### src/rtl/pic_pkg.sv
// Shared constants and helpers for the rotating priority resolver.
// Priority ranks are measured from the level just after the current lowest-priority level.
package pic_pkg;

    localparam int DEFAULT_NUM_IRQ = 8;

    // Width needed to hold a level ID. It is never less than one bit.
    function automatic int id_width(input int n);
        int w;
        w = 0;
        while ((1 << w) < n) w++;
        return (w < 1) ? 1 : w;
    endfunction

    // Callers guarantee that v < 2*n, so a single subtraction is enough.
    function automatic int wrap_id(input int v, input int n);
        return (v >= n) ? v - n : v;
    endfunction

    // Rank 0 is the highest priority. This is the level just after lowest.
    function automatic int prio_rank(input int id, input int lowest, input int n);
        int r;
        r = id - lowest - 1;
        if (r < 0) r += n;
        return r;
    endfunction

endpackage

### src/rtl/prio_find.sv
// Rotates a request vector so that level lowest+1 sits at bit 0, then finds the first set bit.
// Returns whether any bit was set, and the original level ID of the winning bit.
module prio_find
    import pic_pkg::*;
#(
    parameter int N   = DEFAULT_NUM_IRQ,
    parameter int IDW = id_width(N)
) (
    input  logic [N-1:0]   vec,
    input  logic [IDW-1:0] lowest,
    output logic           valid,
    output logic [IDW-1:0] id
);

    logic [2*N-1:0] doubled;
    logic [N-1:0]   rotated;

    assign doubled = {vec, vec};
    assign rotated = N'(doubled >> (int'(lowest) + 1));

    // The scan runs downward, so the lowest set rotated bit is the last one written and wins.
    always_comb begin
        valid = 1'b0;
        id    = '0;
        for (int k = N - 1; k >= 0; k--) begin
            if (rotated[k]) begin
                valid = 1'b1;
                id    = IDW'(wrap_id(int'(lowest) + 1 + k, N));
            end
        end
    end

endmodule

### src/rtl/rotating_priority_resolver.sv
// An 8259-style interrupt priority resolver with IRR, ISR, and the mask.
// It supports fully nested or automatic-rotation priority, specific and non-specific EOI, and special mask.
module rotating_priority_resolver
    import pic_pkg::*;
#(
    parameter int NUM_IRQ   = DEFAULT_NUM_IRQ,
    parameter int EDGE_TRIG = 0,
    localparam int IDW      = id_width(NUM_IRQ)
) (
    input  logic               clk,
    input  logic               rst_n,
    input  logic [NUM_IRQ-1:0] irq_req,
    input  logic [NUM_IRQ-1:0] imr,
    input  logic               rotate_mode,
    input  logic               special_mask,
    input  logic               ack,
    input  logic               eoi,
    input  logic               seoi,
    input  logic [IDW-1:0]     seoi_id,
    input  logic               set_prio,
    input  logic [IDW-1:0]     prio_id,
    output logic               int_req,
    output logic [IDW-1:0]     int_id,
    output logic [NUM_IRQ-1:0] irr,
    output logic [NUM_IRQ-1:0] isr,
    output logic [IDW-1:0]     lowest_prio
);

    logic [NUM_IRQ-1:0] irq_hist;
    logic [NUM_IRQ-1:0] cand;
    logic [NUM_IRQ-1:0] grant;
    logic [NUM_IRQ-1:0] irr_next;
    logic [NUM_IRQ-1:0] isr_next;
    logic [IDW-1:0]     lowest_next;
    logic               cand_valid;
    logic               isr_valid;
    logic [IDW-1:0]     cand_id;
    logic [IDW-1:0]     isr_id;
    logic               present;
    logic               ack_take;
    logic               seoi_ok;
    logic               prio_ok;

    assign cand     = irr & ~imr;
    assign ack_take = ack && int_req;
    assign seoi_ok  = seoi && (int'(seoi_id) < NUM_IRQ);
    assign prio_ok  = set_prio && (int'(prio_id) < NUM_IRQ);

    prio_find #(.N(NUM_IRQ), .IDW(IDW)) u_cand_find (
        .vec    (cand),
        .lowest (lowest_prio),
        .valid  (cand_valid),
        .id     (cand_id)
    );

    prio_find #(.N(NUM_IRQ), .IDW(IDW)) u_isr_find (
        .vec    (isr),
        .lowest (lowest_prio),
        .valid  (isr_valid),
        .id     (isr_id)
    );

    // An in-service level blocks every candidate of equal or lower priority, unless special mask is set.
    assign present = cand_valid &&
                     (special_mask || !isr_valid ||
                      (prio_rank(int'(cand_id), int'(lowest_prio), NUM_IRQ) <
                       prio_rank(int'(isr_id), int'(lowest_prio), NUM_IRQ)));

    always_comb begin
        grant = '0;
        if (ack_take) grant[int_id] = 1'b1;
    end

    always_comb begin
        if (EDGE_TRIG != 0) irr_next = (irr & ~grant) | (irq_req & ~irq_hist);
        else                irr_next = irq_req & ~grant;
    end

    // EOI clears act on the current ISR before the ack sets its bit. An explicit set_prio beats rotation.
    always_comb begin
        isr_next    = isr;
        lowest_next = lowest_prio;
        if (eoi && isr_valid) begin
            isr_next[isr_id] = 1'b0;
            if (rotate_mode) lowest_next = isr_id;
        end
        if (seoi_ok) isr_next[seoi_id] = 1'b0;
        if (ack_take) isr_next[int_id] = 1'b1;
        if (prio_ok) lowest_next = prio_id;
    end

    always_ff @(posedge clk or negedge rst_n) begin
        if (!rst_n) begin
            irr         <= '0;
            isr         <= '0;
            irq_hist    <= '0;
            lowest_prio <= IDW'(NUM_IRQ - 1);
            int_req     <= 1'b0;
            int_id      <= '0;
        end else begin
            irr         <= irr_next;
            isr         <= isr_next;
            irq_hist    <= irq_req;
            lowest_prio <= lowest_next;
            if (ack_take) begin
                int_req <= 1'b0;
                int_id  <= '0;
            end else begin
                int_req <= present;
                int_id  <= present ? cand_id : '0;
            end
        end
    end

endmodule

### config.mk
export PLATFORM = sky130hd
export DESIGN_NAME = rotating_priority_resolver
export DESIGN_NICKNAME = d
export VERILOG_FILES = /design/src/rtl/pic_pkg.sv /design/src/rtl/prio_find.sv /design/src/rtl/rotating_priority_resolver.sv
export SDC_FILE = /design/constraint.sdc
export NUM_CORES = 1
export LEC_CHECK = 0
export CAP_MARGIN = 20
export CORE_MARGIN = 8
export CORE_UTILIZATION = 45
export DETAILED_ROUTE_END_ITERATION = 8
export PLACE_DENSITY = 0.65
export SETUP_SLACK_MARGIN = 0.2
export SYNTH_ARGS = -nofsm -noshare
export SYNTH_HDL_FRONTEND = slang
export SYNTH_SLANG_ARGS = --single-unit
### constraint.sdc
create_clock -name clk -period 6.3 [get_ports clk]
set_input_delay 0.945 -clock clk [delete_from_list [all_inputs] [get_ports clk]]
set_output_delay 0.945 -clock clk [all_outputs]
set_load 0.005 [all_outputs]
==> flow_summary.yaml <==
yosys:
  syn_inst: 436
  synth_ff_type: "dfrtp_1"
  synth_area_leaders: "mux4_2 15%, dfrtp_1 13%, ha_1 5.6%, mux2i_1 5.3%, mux2_2 3.9%"
  synth_edf_count: 0
  synthArstFlopShare_pct: 100
  synth_common_cells: "33 x nand2_1, 27 x nor2_1, 25 x mux4_2"
  synth_area_leader_cell: "mux4_2"
  synth_cell_type_count: 70
  synth_area_um2: 3770
  ys_ff_latch: 23
  syn_nets: 485
  yosys_warnings: 0
  ys_seq_area_share_pct: 15.4
  synth_most_common_cell: "nand2_1"
  syn_avg_cell_area_um2: 8.65
  synth_top_cell_area_share_pct: 14.9
final_layout:
  area_growth_syn_to_layout_pct: 17.1
  multi_input_area_um2: 3000
  drive_gt1_share_pct: 13.9
  seq_area_um2: 579
  diodes: 0
  num-fill-cells: 780
  fin_nets: 518
cts:
  cts.sinks: 23
  cts_setup_buffers: 0
  clk-insertion-delay-late_ns: 0.26
  clkTransAtPathRegs_ns: 0.08
  ctsResizeCount: 0
  numCtsBuffers: 3
  postCtsHoldBufs: 0
  clock_path_buffers: 2
  cts_htree_levels: 1
  clock_tree.root_cell: "clkbuf_8"
  cts_tree: "yes"
floorplanning:
  num_io_pins: 53
  coreArea_um2: 8180
  fp.dieArea_um2: 11600
  initial_utilization_pct: 46.1
  fp.dieH_um: 108
  die_x_um: 108
  fp-row-count: 33
timing:
  slew_viol_final: 0
  hold_viol_final: 0
  fin_crit_ns: 5.60
  fin_skew_ns: 0.00213
  period_share_pct: 88.8
  fmax_ghz: 0.179
  tightestPinTransition_ns: 0.565
  setup_violations: 0
  slew_headroom_pct: 61.3
  tns_ns: 0
  rsz0062_at_grt: "false"
run:
  drv_cap: 0
critical_path:
  cp.required_ns: 6.46
  cp-end-kind: "flop"
  crit_top_cell: "ha_1"
  arrival_ns: 5.75
  crit_slowest_cell: "nor3b_1"
  crit_chain: "clkdlybuf4s50_1 > nor3b_1 > or2_1 > mux4_2 > nor2_1 > mux2_2 > nor4_1 > ha_1 > inv_1 > fa_1 > xnor2_1 > nand3_1 > xnor2_1 > ha_1 > inv_1 > ha_1 > a21o_1 > a21oi_1 > o41ai_2 > a211oi_1"
  startpoint_type: "primary input"
  crit_type: "primary input to flop"
  max_stage_delay_ns: 0.47
  worstPathMaxFanout: 10
route:
  dr.pass1.iters: 5
  wl_mm: 11.4
  drt_iter0_drc: 219
  wl_per_cell_um: 19.9
  vias: 3713
  drc_errors: 0
  antenna_left: 0
  routed_via_density: 6.48
min_path:
  hp-class: "flop to flop"
place:
  routabilityCongestion: 0.905
  io_buffers: 52
  dp_hpwl_mm: 8.78
global_route:
  track_usage_pct: 20.1
  grt-ovfl-total: 0
  grt_max_degree: 55
  grt_pass1_wl_mm: 19.1
  grt_pass1_vias: 3624
  antenna_found_initial: 0
status:
  status: "completed"
-- through the flow --
step | std cells | hold WS [ns] | utilization (%) | worst slack (ns) | area [um2]
after floorplan | 436 | 0.618 | - | 1.23 | 3770
after global placement | 568 | 0.621 | 53.1 | 0.420 | 4340
after detailed placement | 568 | 0.637 | 53.1 | 0.268 | 4340
after CTS | 572 | 0.650 | 53.6 | 0.508 | 4380
after global routing | 573 | 0.700 | 54.1 | 0.268 | 4420
final | 573 | 0.649 | 54.1 | 0.704 | 4420
-- layout by cell type (no fill, tap or decap), types with 13 or more instances in the layout --
cell type,instances
a21oi_1,22
nand2_1,33
nor2b_1,20
mux2i_1,20
inv_1,13
ha_1,17
nand2b_1,19
nor3_1,14
clkdlybuf4s50_1,52
nor2_1,27
mux4_2,25
mux2_2,13
dfrtp_1,20
-- cell families after synthesis --
family	count (synthesis)	synth area share, %
xor gates and xnor gates	10	2.72
muxes	60	24.8
and+or+nand+nor	167	24.0
DFF	23	15.4
AOI/OAI and AO/OA	111	21.1
buffers and inverters	46	5.31
adders and majority gates	19	6.70
-- final timing paths --
kind	cells past startpoint	startpoint	slack, ns	end
setup / recovery	20	imr[4]	0.70	int_id[1]
hold / removal	2	lowest_prio[2]	0.65	lowest_prio[2]
setup reg to reg	17	lowest_prio[0]	0.71	int_id[1]
hold reg to reg	2	lowest_prio[2]	0.65	lowest_prio[2]
max in group asynchronous	2	rst_n	4.92	lowest_prio[1]
min in group asynchronous	1	rst_n	0.92	irr[5]
-- flip-flops by register name (all words and copies together), names as in the netlist --
register,cells
irr,8
isr,8
int_id,3
lowest_prio,3
int_req,1
-- per-layer routing --
metal / share of wire, % / global-route usage, % / wire length, um / vias up
met3: 8.5 / 2.75 / 969 / 16
li1: - / - / - / 1735
met4: 1.3 / 3.67 / 143 / 0
met5: 0 / 0 / 0 / -
met1: 45 / 27.6 / 5150 / 1781
met2: 45 / 32.7 / 5160 / 181
-- cell type report --
cell class / count / area share (%)
multi-input combinational: 367 / 67.9
timing repair buffer: 59 / 13.7
sequential: 23 / 13.1
tap: 105 / 2.97
inverter: 15 / 1.27
clock buffer: 3 / 0.934
clock inverter: 1 / 0.113
-- worst max-delay path: cells and delay by family --
family,cells,cell delay (ns)
xor+xnor,2,0.47
mux,2,0.63
compound gates,4,0.70
simple gates,5,1.31
buf+inv,3,0.56
fa+ha+maj,4,1.15
Power is not shown: default switching activity piles up to over one toggle a cycle in this logic, so the estimate is an artifact.
==> RTL edit (config.mk and constraints unchanged) <==
Reset style: synchronous (`rst_n`), changed in one clocked block.
--- a/src/rtl/rotating_priority_resolver.sv
+++ b/src/rtl/rotating_priority_resolver.sv
@@ -90,5 +90,5 @@
     end
 
-    always_ff @(posedge clk or negedge rst_n) begin
+    always_ff @(posedge clk) begin
         if (!rst_n) begin
             irr         <= '0;
Check against the original RTL: differs if rst_n is asserted again (counterexample within 4 cycles, from zero or initial values and one cycle with rst_n low); with rst_n held inactive, the same outputs for 4 cycles.
==> RTL edit against the unedited design <==
  * Synthesized cell count is 9.6% lower
  * Die area decreased by 13%
  * Cell area down 14%
  * Via count decreased by 14%
  * Routed wire length down 16%
  * Setup slack lost 100 ps
  * Register-to-register slack improved by 90 ps
  * Synthesized area fell by 16%
  * Cell count is 7.2% lower
  * Sequential cell count unchanged
Power is left out: it rests on default switching activity, and per cell area and clock period it moved more than threefold.
==> RTL edit: results (changes against the unedited design) <==
placed_design:
  dp_hpwl_um: 7760  # -12%
  dp_slack_ps: 350  # +82.0 ps
  gp_congestion: 0.909  # +0.43%
  place_inst: 528  # -7.0%
routing:
  wl_met1_um: 4430  # -14%
  route.final.wire_length_um: 9580  # -16%
  drt_iter0_drc: 246  # +12%
  via_per_inst: 6.00  # -7.4%
  routed-via-count: 3192  # -14%
  dr_wl_met3_um: 462  # -52%
  wl_met2_um: 4600  # -11%
synthesis:
  yosys_most_used_dff: "dfxtp_1"
  synth-xor-area-share_pct: 2.47  # -0.25 points
  synth_cell_types: 77  # +10%
  synthMuxAreaShare_pct: 16.6  # -8.2 points
  synth.avg_cell_area_sq_um: 8.09  # -6.5%
  synthAdderAreaFrac_pct: 8.32  # +1.6 points
  yosysSeqAreaShare_pct: 14.4  # -0.91 points
  synthArstFlopShare_pct: 0  # -100 points
  synth_compound_area_share_pct: 25.9  # +4.8 points
layout:
  nNonClkInverters: 19  # +4
  multi_input_area_share_pct: 66.5  # -1.4 points
  final-clk-cell-share_pct: 1.18  # +0.13 points
  multi_input_cells: 331  # -9.8%
  clkbuf_count: 4  # +1
  fill_cells: 654  # -16%
  flops_and_latches: 23  # unchanged
  drive_above_1_share_pct: 11.0  # -2.9 points
  design_area_sq_um: 3810  # -14%
  seq_area_share_pct: 12.1  # -0.99 points
status:
  outcome: "complete, no violations"
critical_path:
  crit_arrival_ps: 5890  # +140 ps
  worstPathMaxFanout: 5  # -5
  slowest_stage: "mux4_2"
  cp_top_family: "compound AO/OA/AOI/OAI gates"
grt:
  grt.met3_usage_pct: 1.66  # -1.1 points
  grt_use_total_pct: 19.6  # -0.46 points
  grt_use_met2_pct: 30.5  # -2.3 points
  grt_pass1_vias: 3045  # -16%
timing:
  fin_skew_ps: 7.97  # +5.85 ps
  slew_headroom_pct: 51.3  # -9.9 points
hold_path:
  holdCritStartpoint: "int_id[0]"
floorplan:
  coreArea_sq_um: 6830  # -16%
clock_tree:
  cts_buffers: 3  # unchanged
RTL edit: cell count changes after synthesis, sizes merged, moves of 5 or more:
cell / unedited run / this run
a211oi: 12 / 7
a221oi: 6 / 0
buf: 18 / 11
dfrtp: 20 / 0
dfxtp: 0 / 23
mux2: 15 / 3
mux2i: 20 / 12
mux4: 25 / 16
nand2: 33 / 47
nand2b: 19 / 10
nor2b: 20 / 3
nor3b: 4 / 12
o21ai: 14 / 19
RTL edit: path summary, 6_finish.rpt:
| path | end | slack, ps | cells after the start |
|---|---|---|---|
| setup / recovery | int_id[1] | 600 | 19 |
| hold / removal | irr[2] | 660 | 2 |
| setup reg to reg | int_id[1] | 800 | 18 |
| hold reg to reg | irr[2] | 660 | 2 |
RTL edit: tightest hold or removal path: cells and delay by family (launching register included):
kind,cells,cell delay (ps)
flip-flops,1,400
AND/OR/NAND/NOR,2,230
